### config.mk
export PLATFORM = sky130hd
export DESIGN_NAME = alu_in_shifter
export DESIGN_NICKNAME = d
export VERILOG_FILES = /design/src/rtl/alu_pkg.sv /design/src/rtl/alu_shifter_comb.sv /design/src/rtl/alu_in_shifter.sv
export SDC_FILE = /design/constraint.sdc
export NUM_CORES = 1
export LEC_CHECK = 0
export CELL_PAD_IN_SITES_DETAIL_PLACEMENT = 0
export CELL_PAD_IN_SITES_GLOBAL_PLACEMENT = 2
export CORE_UTILIZATION = 22
export DETAILED_ROUTE_END_ITERATION = 8
export PLACE_DENSITY_LB_ADDON = 0.12
export SLEW_MARGIN = 5
export SYNTH_ARGS = -nofsm -noshare
export SYNTH_HDL_FRONTEND = slang
export SYNTH_SLANG_ARGS = --single-unit
### constraint.sdc
create_clock -name clk -period 0.8 [get_ports clk]
set_input_delay 0.08 -clock clk [delete_from_list [all_inputs] [get_ports clk]]
set_output_delay 0.08 -clock clk [all_outputs]
set_load 0.02 [all_outputs]
### src/rtl/alu_pkg.sv
// Shared ALU definitions: CB-prefix shift operation encodings and the
// left/right decode bit of op543.
package alu_pkg;

  typedef enum logic [2:0] {
    RLC = 3'd0,
    RRC = 3'd1,
    RL  = 3'd2,
    RR  = 3'd3,
    SLA = 3'd4,
    SRA = 3'd5,
    SLL = 3'd6,
    SRL = 3'd7
  } shift_op_t;

  // op543 bit that selects direction: 0 = left, 1 = right
  localparam int unsigned SHIFT_DIR_BIT = 0;

endpackage

### src/rtl/alu_shifter_comb.sv
// Combinational Z80 rotate/shift unit. With ALU_SHIFTER_SLL_EN defined,
// op 110 inserts a 1 (undocumented SLL); otherwise it behaves as SLA.
module alu_shifter_comb
  import alu_pkg::*;
(
  input  logic [7:0] db,
  input  logic [2:0] op543,
  input  logic       cf_in,
  input  logic       shift_enable,
  output logic [7:0] result,
  output logic       cf
);

  logic w_ins;

  always_comb begin
    w_ins = 1'b0;
    case (shift_op_t'(op543))
      RLC:     w_ins = db[7];
      RRC:     w_ins = db[0];
      RL:      w_ins = cf_in;
      RR:      w_ins = cf_in;
      SLA:     w_ins = 1'b0;
      SRA:     w_ins = db[7];
`ifdef ALU_SHIFTER_SLL_EN
      SLL:     w_ins = 1'b1;
`else
      SLL:     w_ins = 1'b0;
`endif
      SRL:     w_ins = 1'b0;
      default: w_ins = 1'b0;
    endcase
  end

  always_comb begin
    result = db;
    cf     = cf_in;
    if (shift_enable) begin
      if (op543[SHIFT_DIR_BIT]) begin
        result = {w_ins, db[7:1]};
        cf     = db[0];
      end else begin
        result = {db[6:0], w_ins};
        cf     = db[7];
      end
    end
  end

endmodule

### src/rtl/alu_in_shifter.sv
// A-Z80 ALU input shifter: one registered stage between the data bus and
// the nibble datapath. Optional SLL behaviour via macro ALU_SHIFTER_SLL_EN.
module alu_in_shifter
  import alu_pkg::*;
(
  input  logic       clk,
  input  logic       reset,
  input  logic [7:0] db,
  input  logic [2:0] op543,
  input  logic       cf_in,
  input  logic       shift_enable,
  output logic [3:0] db_in_low,
  output logic [3:0] db_in_high,
  output logic       cf_out
);

  logic [7:0] w_result_p0;
  logic       w_cf_p0;
  logic [7:0] r_result_p1;
  logic       r_cf_p1;

  alu_shifter_comb u_comb (
    .db          (db),
    .op543       (op543),
    .cf_in       (cf_in),
    .shift_enable(shift_enable),
    .result      (w_result_p0),
    .cf          (w_cf_p0)
  );

  // p0 -> p1: outputs clear immediately on reset, so data is reset too
  always_ff @(posedge clk or posedge reset) begin
    if (reset) begin
      r_result_p1 <= 8'h00;
      r_cf_p1     <= 1'b0;
    end else begin
      r_result_p1 <= w_result_p0;
      r_cf_p1     <= w_cf_p0;
    end
  end

  assign db_in_low  = r_result_p1[3:0];
  assign db_in_high = r_result_p1[7:4];
  assign cf_out     = r_cf_p1;

endmodule

==> results of run 1 <==
-- power groups by stage --
stage                     combinational, uW  clock, uW  sequential, uW
after floorplan                        97.7          0             565
after global placement                  365          0             511
after detailed placement                363          0             511
after CTS                               365        350             512
after global routing                    401        366             514
final                                   366        335             511
-- kinds of logic (layout without fill, tap and decap cells) --
kind of cell    Yosys count  in the layout  synth area share
compound gates           12             12             0.161
buf+inv                   5             37            0.0556
flops                     9              9             0.500
mux                       9              9             0.200
simple gates              9              9            0.0833
-- state kept, by name, indices dropped and copies added, names as in the netlist --
register     count
cf_out           1
r_result_p1      8
-- worst paths after layout --
| path | startpoint | endpoint | slack (ps) | cells past startpoint |
|---|---|---|---|---|
| worst min-delay path | reset | r_result_p1[1] | 70 | 2 |
| min in group clk | db[0] | r_result_p1[0] | 200 | 3 |
| max in group asynchronous | reset | cf_out | 500 | 2 |
| worst max-delay path | r_result_p1[5] | db_in_high[1] | -40 | 1 |
-- cell usage in the layout, fill, tap and decap left out --
master | synthesis | routed
nand2_1 | 1 | 1
o22ai_2 | 0 | 1
buf_12 | 0 | 1
dfrtp_1 | 9 | 9
o311ai_2 | 0 | 1
mux2i_1 | 9 | 9
dlymetal6s2s_1 | 0 | 1
nor2_1 | 7 | 7
o211a_1 | 1 | 1
buf_6 | 0 | 9
clkinv_2 | 0 | 1
clkbuf_4 | 0 | 3
clkdlybuf4s50_1 | 0 | 7
nand3b_1 | 1 | 1
o21ai_0 | 1 | 1
o21a_1 | 1 | 1
inv_1 | 2 | 2
buf_4 | 1 | 7
dlygate4sd2_1 | 0 | 6
a21oi_1 | 7 | 7
-- stage by stage --
step | setup TNS [ps] | util
floorplan | 0 | -
global placement | -4650 | 0.396
detailed placement | -4660 | 0.396
CTS | -425 | 0.416
global route | -535 | 0.421
finish | -313 | 0.421
-- layer usage --
metal	wire (um)	vias up
met4	5	0
met3	63	2
li1	-	218
met1	471	170
met2	448	18
met5	0	-
-- repair_timing --
action                     CTS  global route
setup endpoints to repair   18            11
hold endpoints to repair     0             0
resized for setup           61             2
hold buffers                 0             0
pin swaps                    0             2
cloned                       0             0
-- final cells by class --
cell class                      count  area share
Clock buffer                        3      0.0276
Clock inverter                      1     0.00613
Inverter                            2     0.00919
Multi-Input combinational cell     30       0.262
Sequential cell                     9       0.276
Tap cell                           27      0.0413
Timing Repair Buffer               31       0.378
==> run metrics, run 1 <==
core box area 1940 um2; VDD IR max 424 uV; DP Cell Count 99; CTS tree yes; Sequential Power Share 0.422; sequential area share after synthesis 0.500; Final Instance Area 817 um2; Post-Layout Cell Count 103; Yosys cell types 14; register bit total from synthesis 9; crit path max fanout 1; top cells by area, synth dfrtp_1 50%, mux2i_1 20%, a21oi_1 7.8%; Ant. Diodes 0; Post-DP HPWL 805 um; synth cell count leaders 9 x dfrtp_1, 9 x mux2i_1, 7 x a21oi_1, 7 x nor2_1; slowest stage delay, CP 370 ps; io pins 24; GR Overflow Total 0; register area 225 um2; Post-Synthesis Cells 44; average vias per placed instance 3.96; CP Cell Sequence buf_6; CTS Buffer Depth 2; Psw 331 uW; Fillers 208; H-tree depth 1; area fraction of the dominant cell type after synthesis 0.500; Total GRT Usage 0.108; Place WS -386 ps; clock root buffer clkbuf_4; gpl congestion 0.761; Detailed Route Iter0 Violations 4; Wirelength per Cell 9.60 um; max cap viols 0; Synth Cell Area 450 um2; Die Footprint 2230 um2; initial antenna violation count 0; total power 1210 uW; CP startpoint kind flip-flop; Critical path buffers and inverters 1; first-pass GRT wire length 1.60 mm; row cnt 16; Synth warnings 0; Crit path arrival time 760 ps; Post CTS Setup Buffer Count 0; Placed Area 769 um2; Fin. Hold Viols 0; fin nets 92; Period Utilization, post-route 1.05; vias in the first global route 377; PD cells 1480 nW/um2; Initial Util 0.232; cell taking the most area after synthesis dfrtp_1; layout cells sized above 1 0.303; P_int 882 uW; unrepaired setup endpoints after global routing yes; Die Span X 47.3 um; EDFF count, synth 0; ANT nets after route 0; Mean Syn Cell Area 10.2 um2; Sw Ratio 0.273; TritonCTS buffer count 3; status finished, violations left; Top FF cell, synth dfrtp_1; Setup CP Type reg2out; area of the multi-input gates 214 um2; CTS clk-pin slew, worst paths 60 ps; fmax 1190 MHz; min cycle time layout 843 ps; WL final 989 um; grt peak-use layer met2; failing checks negative setup slack; Die H 47.3 um; IO buf count 23; Gate power share 0.302; Slew @ Worst Pin 305 ps; CP Capture Type output pin; total clock sinks 9; largest net degree at the start of global routing 12; Async S/R FF share, synth 1.00; slack of the critical path -42.8 ps; Final setup viols 9; Global Route met1 Usage 0.143; worst min-delay path class in2async; GR Layer Usage met3 0.0154; Slew HR 0.796; vias after detailed routing 408; Slew Limit Fails 0; clock power share 0.277; Leakage 0.000400 uW; slowest CP cell dfrtp_1; DR pass1 iterations 5; Hold Slack 69.5 ps; syn_nets 59; # DRC 0; Worst Path Required 720 ps; cell family with most CP delay flip-flops; Layout area overhead 81.4%; M2 GR Usage 0.153
No activity file was read; power rests on OpenSTA's default activity.
==> run 2: changes to the inputs <==
- CAP_MARGIN: not set -> 20
- CORE_MARGIN: not set -> 2
==> run metrics, run 2 (synthesis gave the netlist of run 1 again) <==
clock root buffer clkbuf_4; GR Overflow Total 0 (unchanged); Top reg by flops r_result_p1; Period Utilization, post-route 1.03 (-0.0283); first-pass GRT wire length 1.63 mm (+1.8%); WL final 1.01 mm (+2.2%); Critical path buffers and inverters 1 (unchanged); TritonCTS buffer count 3 (unchanged); DR pass1 iterations 1 (-4); total power 1200 uW (-1.1%); Ant. Diodes 0 (unchanged); Die H 49.3 um (+4.2%); register area 225 um2 (unchanged); status finished, violations left; IO buf count 23 (unchanged); max cap viols 0 (unchanged); leading cell type in the layout, fill and taps excluded buf_6; vias after detailed routing 424 (+3.9%); min cycle time layout 820 ps (-22.7 ps); # DRC 0 (unchanged); cell family with most CP delay flip-flops; Post-Layout Cell Count 104 (+0.97%); Initial Util 0.232 (unchanged); Fin. Hold Viols 0 (unchanged); VDD IR max 414 uV (-2.4%); CTS Buffer Depth 2 (unchanged); Place WS -420 ps (-33.9 ps); Fillers 206 (-0.96%); Hold Slack 85.3 ps (+15.9 ps); Setup CP Type reg2out; initial antenna violation count 0 (unchanged); Die Span X 49.3 um (+4.2%); slowest CP cell dfrtp_1; Die Footprint 2430 um2 (+8.6%); slowest stage delay, CP 370 ps (about the same); Detailed Route Iter0 Violations 0 (-4); Post-DP HPWL 802 um (-0.47%); ANT nets after route 0 (unchanged); CP Cell Sequence buf_6; Slew Limit Fails 0 (unchanged); crit path max fanout 1 (unchanged); io pins 24 (unchanged); Largest register FFs 8 (unchanged); CTS clk-pin slew, worst paths 50 ps (about the same); Slew @ Worst Pin 302 ps (-3.68 ps); fmax 1220 MHz (+2.8%); total clock sinks 9 (unchanged); area of the multi-input gates 208 um2 (-2.9%); unrepaired setup endpoints after global routing yes; layout cells sized above 1 0.286 (-0.0169); CP startpoint kind flip-flop; Final setup viols 9 (unchanged); core box area 1940 um2 (unchanged); H-tree depth 1 (unchanged); average vias per placed instance 4.08 (+2.9%); Worst Path Required 720 ps (about the same); Slew HR 0.799 (+0.00246); CP Capture Type output pin; Wirelength per Cell 9.72 um (+1.2%); Crit path arrival time 740 ps (-20 ps); Layout area overhead 83.9%; DP Cell Count 98 (-1.0%); largest net degree at the start of global routing 12 (unchanged); failing checks negative setup slack; CTS tree yes; fin nets 93 (+1.1%); most frequent cells in the layout 10 x buf_6, 9 x mux2i_1, 9 x dfrtp_1, 8 x clkdlybuf4s50_1; vias in the first global route 397 (+5.3%); row cnt 16 (unchanged); gpl congestion 0.724 (-4.9%); Leakage 0.000395 uW (-1.1%); slack of the critical path -20.1 ps (+22.7 ps); Total GRT Usage 0.0888 (-0.0188); PD cells 1450 nW/um2 (-2.4%); worst min-delay path class in2async
-- run 2: worst paths after layout --
check                              from              to  slack [ps]  cells after the start
worst max-delay path             cf_out          cf_out         -20                      1
worst min-delay path              reset  r_result_p1[1]          90                      2
max in group asynchronous         reset  r_result_p1[4]         480                      2
min in group clk           shift_enable  r_result_p1[1]         360                      3
-- run 2: stage by stage --
stage          utilization  area [um2]  TNS (ps)
6_report             0.427         828      -153
5_1_grt              0.427         828      -433
4_1_cts              0.427         828      -263
3_5_place_dp         0.399         774     -4640
3_3_place_gp         0.399         774     -4660
2_1_floorplan            -         450         0
-- run 2: layer usage --
layer / vias to the layer above / part of all wire / global-route usage
li1: 219 / - / -
met1: 182 / 0.46 / 0.113
met2: 21 / 0.43 / 0.133
met3: 2 / 0.097 / 0.0215
met4: 0 / 0.0049 / 0.0571
met5: - / 0 / 0
-- run 2: final cells by class --
type | count | area share
Multi-Input combinational cell | 30 | 0.251
Timing Repair Buffer | 32 | 0.396
Tap cell | 27 | 0.0408
Inverter | 2 | 0.00906
Clock buffer | 4 | 0.0317
Sequential cell | 9 | 0.272
-- run 2: timing repair --
| item | 4_1_cts | 5_1_grt |
|---|---|---|
| gates cloned | 1 | 0 |
| gates resized for setup | 62 | 0 |
| pin swaps | 1 | 0 |
| hold buffers | 0 | 0 |
| setup endpoints to repair | 18 | 9 |
| setup buffers | 1 | 0 |
-- run 2: where the power goes --
group	switching, uW	total (uW)	internal, uW
Combinational	164	376	212
Sequential	16.2	512	495
Clock	122	312	190
==> run 3: changes to the inputs <==
- HOLD_SLACK_MARGIN: not set -> 0.1
==> results of run 3 <==
No change in the layout: final DEF, timing and power equal those of run 2.
